[src/rtl/icache_downstream_linefill_responder_if.sv]
// Linefill request (txreq) and cacheline response (rxdat) channels between an icache MSHR and its downstream.
// Both channels use valid/ready handshakes; the payload is {opcode, entry_idx, txnid, data}.
interface icache_downstream_linefill_responder_if #(
  parameter int ADDR_WIDTH             = 32,
  parameter int MSHR_ENTRY_INDEX_WIDTH = 2,
  parameter int ICACHE_REQ_TXNID_WIDTH = 4,
  parameter int OPCODE_WIDTH           = 3,
  parameter int ICACHE_DATA_WIDTH      = 512
);
  localparam int PLD_WIDTH = OPCODE_WIDTH + MSHR_ENTRY_INDEX_WIDTH + ICACHE_REQ_TXNID_WIDTH + ICACHE_DATA_WIDTH;

  logic                              downstream_txreq_vld;
  logic                              downstream_txreq_rdy;
  logic [ADDR_WIDTH-1:0]             downstream_txreq_addr;
  logic [MSHR_ENTRY_INDEX_WIDTH-1:0] downstream_txreq_entry_idx;
  logic [ICACHE_REQ_TXNID_WIDTH-1:0] downstream_txreq_txnid;
  logic [OPCODE_WIDTH-1:0]           downstream_txreq_opcode;
  logic                              downstream_rxdat_vld;
  logic                              downstream_rxdat_rdy;
  logic [PLD_WIDTH-1:0]              downstream_rxdat_pld;

  modport master (
    output downstream_txreq_vld, downstream_txreq_addr, downstream_txreq_entry_idx,
           downstream_txreq_txnid, downstream_txreq_opcode, downstream_rxdat_rdy,
    input  downstream_txreq_rdy, downstream_rxdat_vld, downstream_rxdat_pld
  );

  modport slave (
    input  downstream_txreq_vld, downstream_txreq_addr, downstream_txreq_entry_idx,
           downstream_txreq_txnid, downstream_txreq_opcode, downstream_rxdat_rdy,
    output downstream_txreq_rdy, downstream_rxdat_vld, downstream_rxdat_pld
  );
endinterface

[src/rtl/icache_downstream_linefill_responder.sv]
// Stand-in L2 for icache misses: queues linefill requests in order and returns one address-derived line each,
// earliest LATENCY cycles after accept; rxdat stalls hold the head, a full queue deasserts txreq_rdy.
module icache_downstream_linefill_responder #(
  parameter int DEPTH                  = 4,
  parameter int LATENCY                = 8,
  parameter int ADDR_WIDTH             = 32,
  parameter int MSHR_ENTRY_INDEX_WIDTH = 2,
  parameter int ICACHE_REQ_TXNID_WIDTH = 4,
  parameter int OPCODE_WIDTH           = 3,
  parameter int ICACHE_DATA_WIDTH      = 512
) (
  input logic                                   clk,
  input logic                                   rst_n,
  icache_downstream_linefill_responder_if.slave bus
);
  localparam int PTR_W = $clog2(DEPTH);
  localparam int CNT_W = PTR_W + 1;
  localparam int OFS   = $clog2(ICACHE_DATA_WIDTH / 8);
  localparam int WORDS = ICACHE_DATA_WIDTH / 32;
  localparam logic [ADDR_WIDTH-1:0] OFS_MASK = ADDR_WIDTH'((1 << OFS) - 1);

  typedef struct packed {
    logic [ADDR_WIDTH-1:0]             addr;
    logic [MSHR_ENTRY_INDEX_WIDTH-1:0] entry_idx;
    logic [ICACHE_REQ_TXNID_WIDTH-1:0] txnid;
    logic [OPCODE_WIDTH-1:0]           opcode;
  } req_t;

  typedef struct packed {
    logic [OPCODE_WIDTH-1:0]           opcode;
    logic [MSHR_ENTRY_INDEX_WIDTH-1:0] entry_idx;
    logic [ICACHE_REQ_TXNID_WIDTH-1:0] txnid;
    logic [ICACHE_DATA_WIDTH-1:0]      data;
  } rxdat_t;

  req_t             r_req [DEPTH];
  logic [7:0]       r_cd  [DEPTH];
  logic [PTR_W-1:0] r_wr_ptr;
  logic [PTR_W-1:0] r_rd_ptr;
  logic [CNT_W-1:0] r_count;

  req_t                         w_in;
  req_t                         w_head;
  logic                         w_txreq_rdy;
  logic                         w_rxdat_vld;
  logic                         w_push;
  logic                         w_pop;
  logic [ADDR_WIDTH-1:0]        w_base;
  logic [ICACHE_DATA_WIDTH-1:0] w_data;
  rxdat_t                       w_pld;

  assign w_in = {bus.downstream_txreq_addr, bus.downstream_txreq_entry_idx,
                 bus.downstream_txreq_txnid, bus.downstream_txreq_opcode};
  assign w_head = r_req[r_rd_ptr];

  // Ready looks only at registered occupancy, so a full queue never accepts even while the head pops.
  assign w_txreq_rdy = (r_count < CNT_W'(DEPTH));
  assign w_rxdat_vld = (r_count != '0) && (r_cd[r_rd_ptr] == 8'd0);
  assign w_push      = bus.downstream_txreq_vld && w_txreq_rdy;
  assign w_pop       = w_rxdat_vld && bus.downstream_rxdat_rdy;

  always_comb begin
    w_base = w_head.addr & ~OFS_MASK;
    w_data = '0;
    for (int i = 0; i < WORDS; i++) begin
      w_data[32*i +: 32] = 32'(w_base) + 32'(4 * i);
    end
  end

  always_comb begin
    w_pld = '0;
    if (w_rxdat_vld) begin
      w_pld.opcode    = w_head.opcode;
      w_pld.entry_idx = w_head.entry_idx;
      w_pld.txnid     = w_head.txnid;
      w_pld.data      = w_data;
    end
  end

  assign bus.downstream_txreq_rdy = w_txreq_rdy;
  assign bus.downstream_rxdat_vld = w_rxdat_vld;
  assign bus.downstream_rxdat_pld = w_pld;

  always_ff @(posedge clk or negedge rst_n) begin
    if (!rst_n) begin
      r_wr_ptr <= '0;
      r_rd_ptr <= '0;
      r_count  <= '0;
      for (int i = 0; i < DEPTH; i++) begin
        r_req[i] <= '0;
        r_cd[i]  <= '0;
      end
    end else begin
      // Countdowns run for every entry, so entries waiting behind the head mature in parallel.
      for (int i = 0; i < DEPTH; i++) begin
        if (w_push && (r_wr_ptr == PTR_W'(i))) begin
          r_req[i] <= w_in;
          r_cd[i]  <= 8'(LATENCY - 1);
        end else if (r_cd[i] != 8'd0) begin
          r_cd[i] <= r_cd[i] - 8'd1;
        end
      end
      if (w_push) r_wr_ptr <= r_wr_ptr + PTR_W'(1);
      if (w_pop)  r_rd_ptr <= r_rd_ptr + PTR_W'(1);
      if (w_push && !w_pop)      r_count <= r_count + CNT_W'(1);
      else if (!w_push && w_pop) r_count <= r_count - CNT_W'(1);
    end
  end

  a_txreq_hold: assert property (@(posedge clk) disable iff (!rst_n)
    (bus.downstream_txreq_vld && !w_txreq_rdy) |=> (bus.downstream_txreq_vld && $stable(w_in)));

  a_rxdat_hold: assert property (@(posedge clk) disable iff (!rst_n)
    (w_rxdat_vld && !bus.downstream_rxdat_rdy) |=> (w_rxdat_vld && $stable(w_pld)));
endmodule

[src/flat_wrapper.sv]
// flat-port wrapper written by rule: the top's interface ports become plain ports
module icache_downstream_linefill_responder_flat 
#(
  parameter int DEPTH                  = 4,
  parameter int LATENCY                = 8,
  parameter int ADDR_WIDTH             = 32,
  parameter int MSHR_ENTRY_INDEX_WIDTH = 2,
  parameter int ICACHE_REQ_TXNID_WIDTH = 4,
  parameter int OPCODE_WIDTH           = 3,
  parameter int ICACHE_DATA_WIDTH      = 512
)
  (clk, rst_n, bus_downstream_txreq_vld, bus_downstream_txreq_addr, bus_downstream_txreq_entry_idx, bus_downstream_txreq_txnid, bus_downstream_txreq_opcode, bus_downstream_rxdat_rdy, bus_downstream_txreq_rdy, bus_downstream_rxdat_vld, bus_downstream_rxdat_pld);
  icache_downstream_linefill_responder_if #(.ADDR_WIDTH(ADDR_WIDTH), .MSHR_ENTRY_INDEX_WIDTH(MSHR_ENTRY_INDEX_WIDTH), .ICACHE_REQ_TXNID_WIDTH(ICACHE_REQ_TXNID_WIDTH), .OPCODE_WIDTH(OPCODE_WIDTH), .ICACHE_DATA_WIDTH(ICACHE_DATA_WIDTH)) bus_i ();
  input logic clk;
  input logic rst_n;
  input wire logic [$bits(bus_i.downstream_txreq_vld)-1:0] bus_downstream_txreq_vld;
  input wire logic [$bits(bus_i.downstream_txreq_addr)-1:0] bus_downstream_txreq_addr;
  input wire logic [$bits(bus_i.downstream_txreq_entry_idx)-1:0] bus_downstream_txreq_entry_idx;
  input wire logic [$bits(bus_i.downstream_txreq_txnid)-1:0] bus_downstream_txreq_txnid;
  input wire logic [$bits(bus_i.downstream_txreq_opcode)-1:0] bus_downstream_txreq_opcode;
  input wire logic [$bits(bus_i.downstream_rxdat_rdy)-1:0] bus_downstream_rxdat_rdy;
  output wire logic [$bits(bus_i.downstream_txreq_rdy)-1:0] bus_downstream_txreq_rdy;
  output wire logic [$bits(bus_i.downstream_rxdat_vld)-1:0] bus_downstream_rxdat_vld;
  output wire logic [$bits(bus_i.downstream_rxdat_pld)-1:0] bus_downstream_rxdat_pld;
  assign bus_i.downstream_txreq_vld = bus_downstream_txreq_vld;
  assign bus_i.downstream_txreq_addr = bus_downstream_txreq_addr;
  assign bus_i.downstream_txreq_entry_idx = bus_downstream_txreq_entry_idx;
  assign bus_i.downstream_txreq_txnid = bus_downstream_txreq_txnid;
  assign bus_i.downstream_txreq_opcode = bus_downstream_txreq_opcode;
  assign bus_i.downstream_rxdat_rdy = bus_downstream_rxdat_rdy;
  assign bus_downstream_txreq_rdy = bus_i.downstream_txreq_rdy;
  assign bus_downstream_rxdat_vld = bus_i.downstream_rxdat_vld;
  assign bus_downstream_rxdat_pld = bus_i.downstream_rxdat_pld;
  icache_downstream_linefill_responder #(.DEPTH(DEPTH), .LATENCY(LATENCY), .ADDR_WIDTH(ADDR_WIDTH), .MSHR_ENTRY_INDEX_WIDTH(MSHR_ENTRY_INDEX_WIDTH), .ICACHE_REQ_TXNID_WIDTH(ICACHE_REQ_TXNID_WIDTH), .OPCODE_WIDTH(OPCODE_WIDTH), .ICACHE_DATA_WIDTH(ICACHE_DATA_WIDTH)) u_core (.clk(clk), .rst_n(rst_n), .bus(bus_i));
endmodule
[config.mk]
export PLATFORM = sky130hd
export DESIGN_NAME = icache_downstream_linefill_responder_flat
export DESIGN_NICKNAME = d
export VERILOG_FILES = /design/src/rtl/icache_downstream_linefill_responder_if.sv /design/src/rtl/icache_downstream_linefill_responder.sv /design/src/flat_wrapper.sv
export SDC_FILE = /design/constraint.sdc
export NUM_CORES = 1
export LEC_CHECK = 0
export BUFFER_PORTS_ARGS = -buffer_cell sky130_fd_sc_hd__buf_2
export CORE_AREA = 2 2 221 223
export CTS_CLUSTER_DIAMETER = 60
export CTS_CLUSTER_SIZE = 10
export DETAILED_ROUTE_END_ITERATION = 7
export DIE_AREA = 0 0 223 225
export PLACE_DENSITY_LB_ADDON = 0.08
export RECOVER_POWER = 25
export SYNTH_ARGS = -nofsm -noshare
export SYNTH_HDL_FRONTEND = slang
export SYNTH_SLANG_ARGS = --single-unit
export TNS_END_PERCENT = 5
[constraint.sdc]
create_clock -name clk -period 3.9 [get_ports clk]
set_input_delay 0.39 -clock clk [delete_from_list [all_inputs] [get_ports clk]]
set_output_delay 0.39 -clock clk [all_outputs]
set_load 0.05 [all_outputs]
==> results.py <==
metrics = {
    "logic_synthesis": {
        "ys_seq_area_frac": 0.3718,
        "synth.distinct_cells": 43,
        "netlist_instances": 1386,
        "synth-seq-cells": 179,
        "yosysTopAreaCell": "dfrtp_1",
        "synth_area_leaders": "dfrtp_1 (37%), buf_4 (30%), nand2_1 (14%)",
        "ys_warn_count": 0,
        "netlist_area_mm2": 0.01205,
        "synth_area_per_cell_um2": 8.692,
        "synth.top_cell.area_share": 0.3718,
    },
    "drt": {
        "vias": 8101,
        "viasPerCell": 3.889,
        "drc": 0,
        "detail_route.iter0.violations": 340,
        "ant_nets": 0,
        "wl_um": 32840,
        "drt-pass1-iter-count": 4,
        "wl_per_cell_um": 15.76,
    },
    "final_layout": {
        "syn_to_final_growth_pct": 3.698,
        "multi_input_area_mm2": 0.003879,
        "layout_commonest_cell": "buf_2",
        "fillers": 5098,
        "nets": 1515,
        "drive_above_1_share": 0.4101,
        "diodes": 0,
        "layout_common_cells": "buf_2 (495), nand2_1 (454), dfrtp_1 (177)",
        "regArea_mm2": 0.004482,
    },
    "placed_design": {
        "gp_congestion": 0.6794,
        "numPortBuffers": 497,
        "dp_hpwl_um": 21920,
        "place_ws_ns": 0.7516,
    },
    "timing": {
        "finalMaxSlewViolations": 67,
        "period_needed_ns": 3.535,
        "timing.fmax_mhz": 282.9,
        "final-setup-viol-count": 0,
        "min_period_over_period": 0.9064,
        "rsz0062_at_grt": "false",
        "setup_ws_ns": 0.3649,
        "fin_skew_ns": 0.009652,
        "fin_setup_tns_ns": 0,
        "worst_pin_slew_ns": 1.802,
        "timing.hold.ws_ns": 0.1977,
        "relSlewSlack": -0.2011,
        "timing.final.hold_violations": 0,
    },
    "run_status": {
        "violations": "max-capacitance violations, max-slew violations",
        "outcome": "finished with violations",
    },
    "global_route": {
        "antenna_found_initial": 0,
        "grtUsageTotal": 0.1253,
        "grt_pass1_wl_um": 47630,
        "grt_pass1_vias": 7464,
        "grt_remaining_overflow": 0,
        "grt_max_degree": 67,
    },
    "worst_setup_path": {
        "critPathLaunchType": "flop",
        "cp_max_fo": 24,
        "cp.arrival_ns": 3.15,
        "crit_type": "reg -> out",
        "endpoint_kind": "output port",
        "cp_data_required_time_ns": 3.51,
    },
    "clocking": {
        "post_cts_buffers": 0,
        "cts_tree": "built",
        "worstSkewPairLatency_ns": 0.44,
        "clockBufferDepth": 2,
        "cts_root_buf": "clkbuf_16",
        "cts_buffers": 17,
        "clk_pin_slew_ns": 0.07,
        "cts_max_level": 4,
        "cts_sinks": 179,
    },
    "die": {
        "die-area_mm2": 0.05018,
        "start_util": 0.2534,
        "core-area_mm2": 0.04755,
        "ios": 568,
        "die_x_um": 223,
        "rows": 80,
        "die_h_um": 225,
    },
    "flow_run": {
        "drv_cap": 1,
    },
    "worst_hold_path": {
        "hold_path_class": "in -> reg",
    },
}
-- worst max-delay path, stage by stage, from the launching register on --
cell	delay [ns]
dfrtp_1	0.42
or4_4	0.55
or2_4	0.27
o211ai_4	0.18
buf_4	0.33
and3_1	0.56
buf_2	0.37
-- logic make-up (layout without fill, tap and decap cells) --
family	count (synthesis)	count (layout)	synth area share
other cells	1	64	0.0003113
compound gates	24	24	0.01215
buf+inv	553	572	0.3258
xor+xnor	19	19	0.01381
mux	39	39	0.06917
fa+ha+maj	10	10	0.01101
simple gates	561	561	0.1959
flops	179	179	0.3718
-- metrics by stage --
stage	cell area [um^2]	instances	utilization
6_report	12490	2083	0.2627
2_1_floorplan	12280	1449	-
3_3_place_gp	11960	2055	0.2516
4_1_cts	12520	2083	0.2634
3_5_place_dp	11960	2055	0.2516
5_1_grt	12490	2083	0.2627
-- sequential cells by signal, summed over array words and instances, names as in the netlist --
signal,flops
u_core.r_count,3
u_core.r_rd_ptr,2
u_core.r_cd,32
u_core.r_wr_ptr,2
u_core.r_req,140
-- synthesized netlist by cell type (all sizes together) --
cell type / number
a21oi: 12
and2: 7
and3: 35
and3b: 1
buf: 497
clkbuf: 39
conb: 1
dfrtp: 179
fa: 1
ha: 9
inv: 17
mux2: 4
mux4: 35
nand2: 454
nand2b: 2
nand3: 5
nand3b: 2
nand4: 1
nand4b: 6
nor2: 22
nor2b: 5
nor3: 8
nor3b: 2
nor4: 3
o211ai: 2
o21a: 1
o21ai: 7
o31ai: 2
or2: 1
or3: 4
or4: 3
xnor2: 14
xor2: 5
-- metal layers --
layer	vias up	routed length, um	GRT usage
li1	3953	-	-
met1	3884	14680	0.1633
met2	247	16650	0.2185
met3	17	1123	0.01682
met4	0	380	0.03183
met5	-	0	0
-- timing repair --
action,in CTS,in global routing
gates resized for setup,0,0
hold buffers,1,0
endpoints found under the hold margin,4,0
-- worst paths after layout --
path	from	endpoint	slack (ns)	cells after the start
worst max register to register	u_core.r_cd[3]	u_core.r_count[1]	0.91	9
worst min-delay path	bus_downstream_txreq_addr[12]	u_core.r_req[62]	0.20	3
worst min register to register	u_core.r_req[41]	u_core.r_req[41]	0.47	2
worst max-delay path	u_core.r_cd[3]	bus_downstream_rxdat_pld[183]	0.36	6
max in group asynchronous	rst_n	u_core.r_req[106]	1.00	3
min in group asynchronous	rst_n	u_core.r_req[0]	0.99	2
-- cell type report --
cell class,instances,area share
flip-flops and latches,179,0.3588
well taps,615,0.06160
repair buffers,528,0.2201
clock buffers,20,0.03496
clock inverters,7,0.009014
multi-input cells,717,0.3105
inverters,17,0.005108
Power is left out: the tool's default activity adds up to more than one toggle a clock period on the data nets, which glitch-free logic cannot reach.
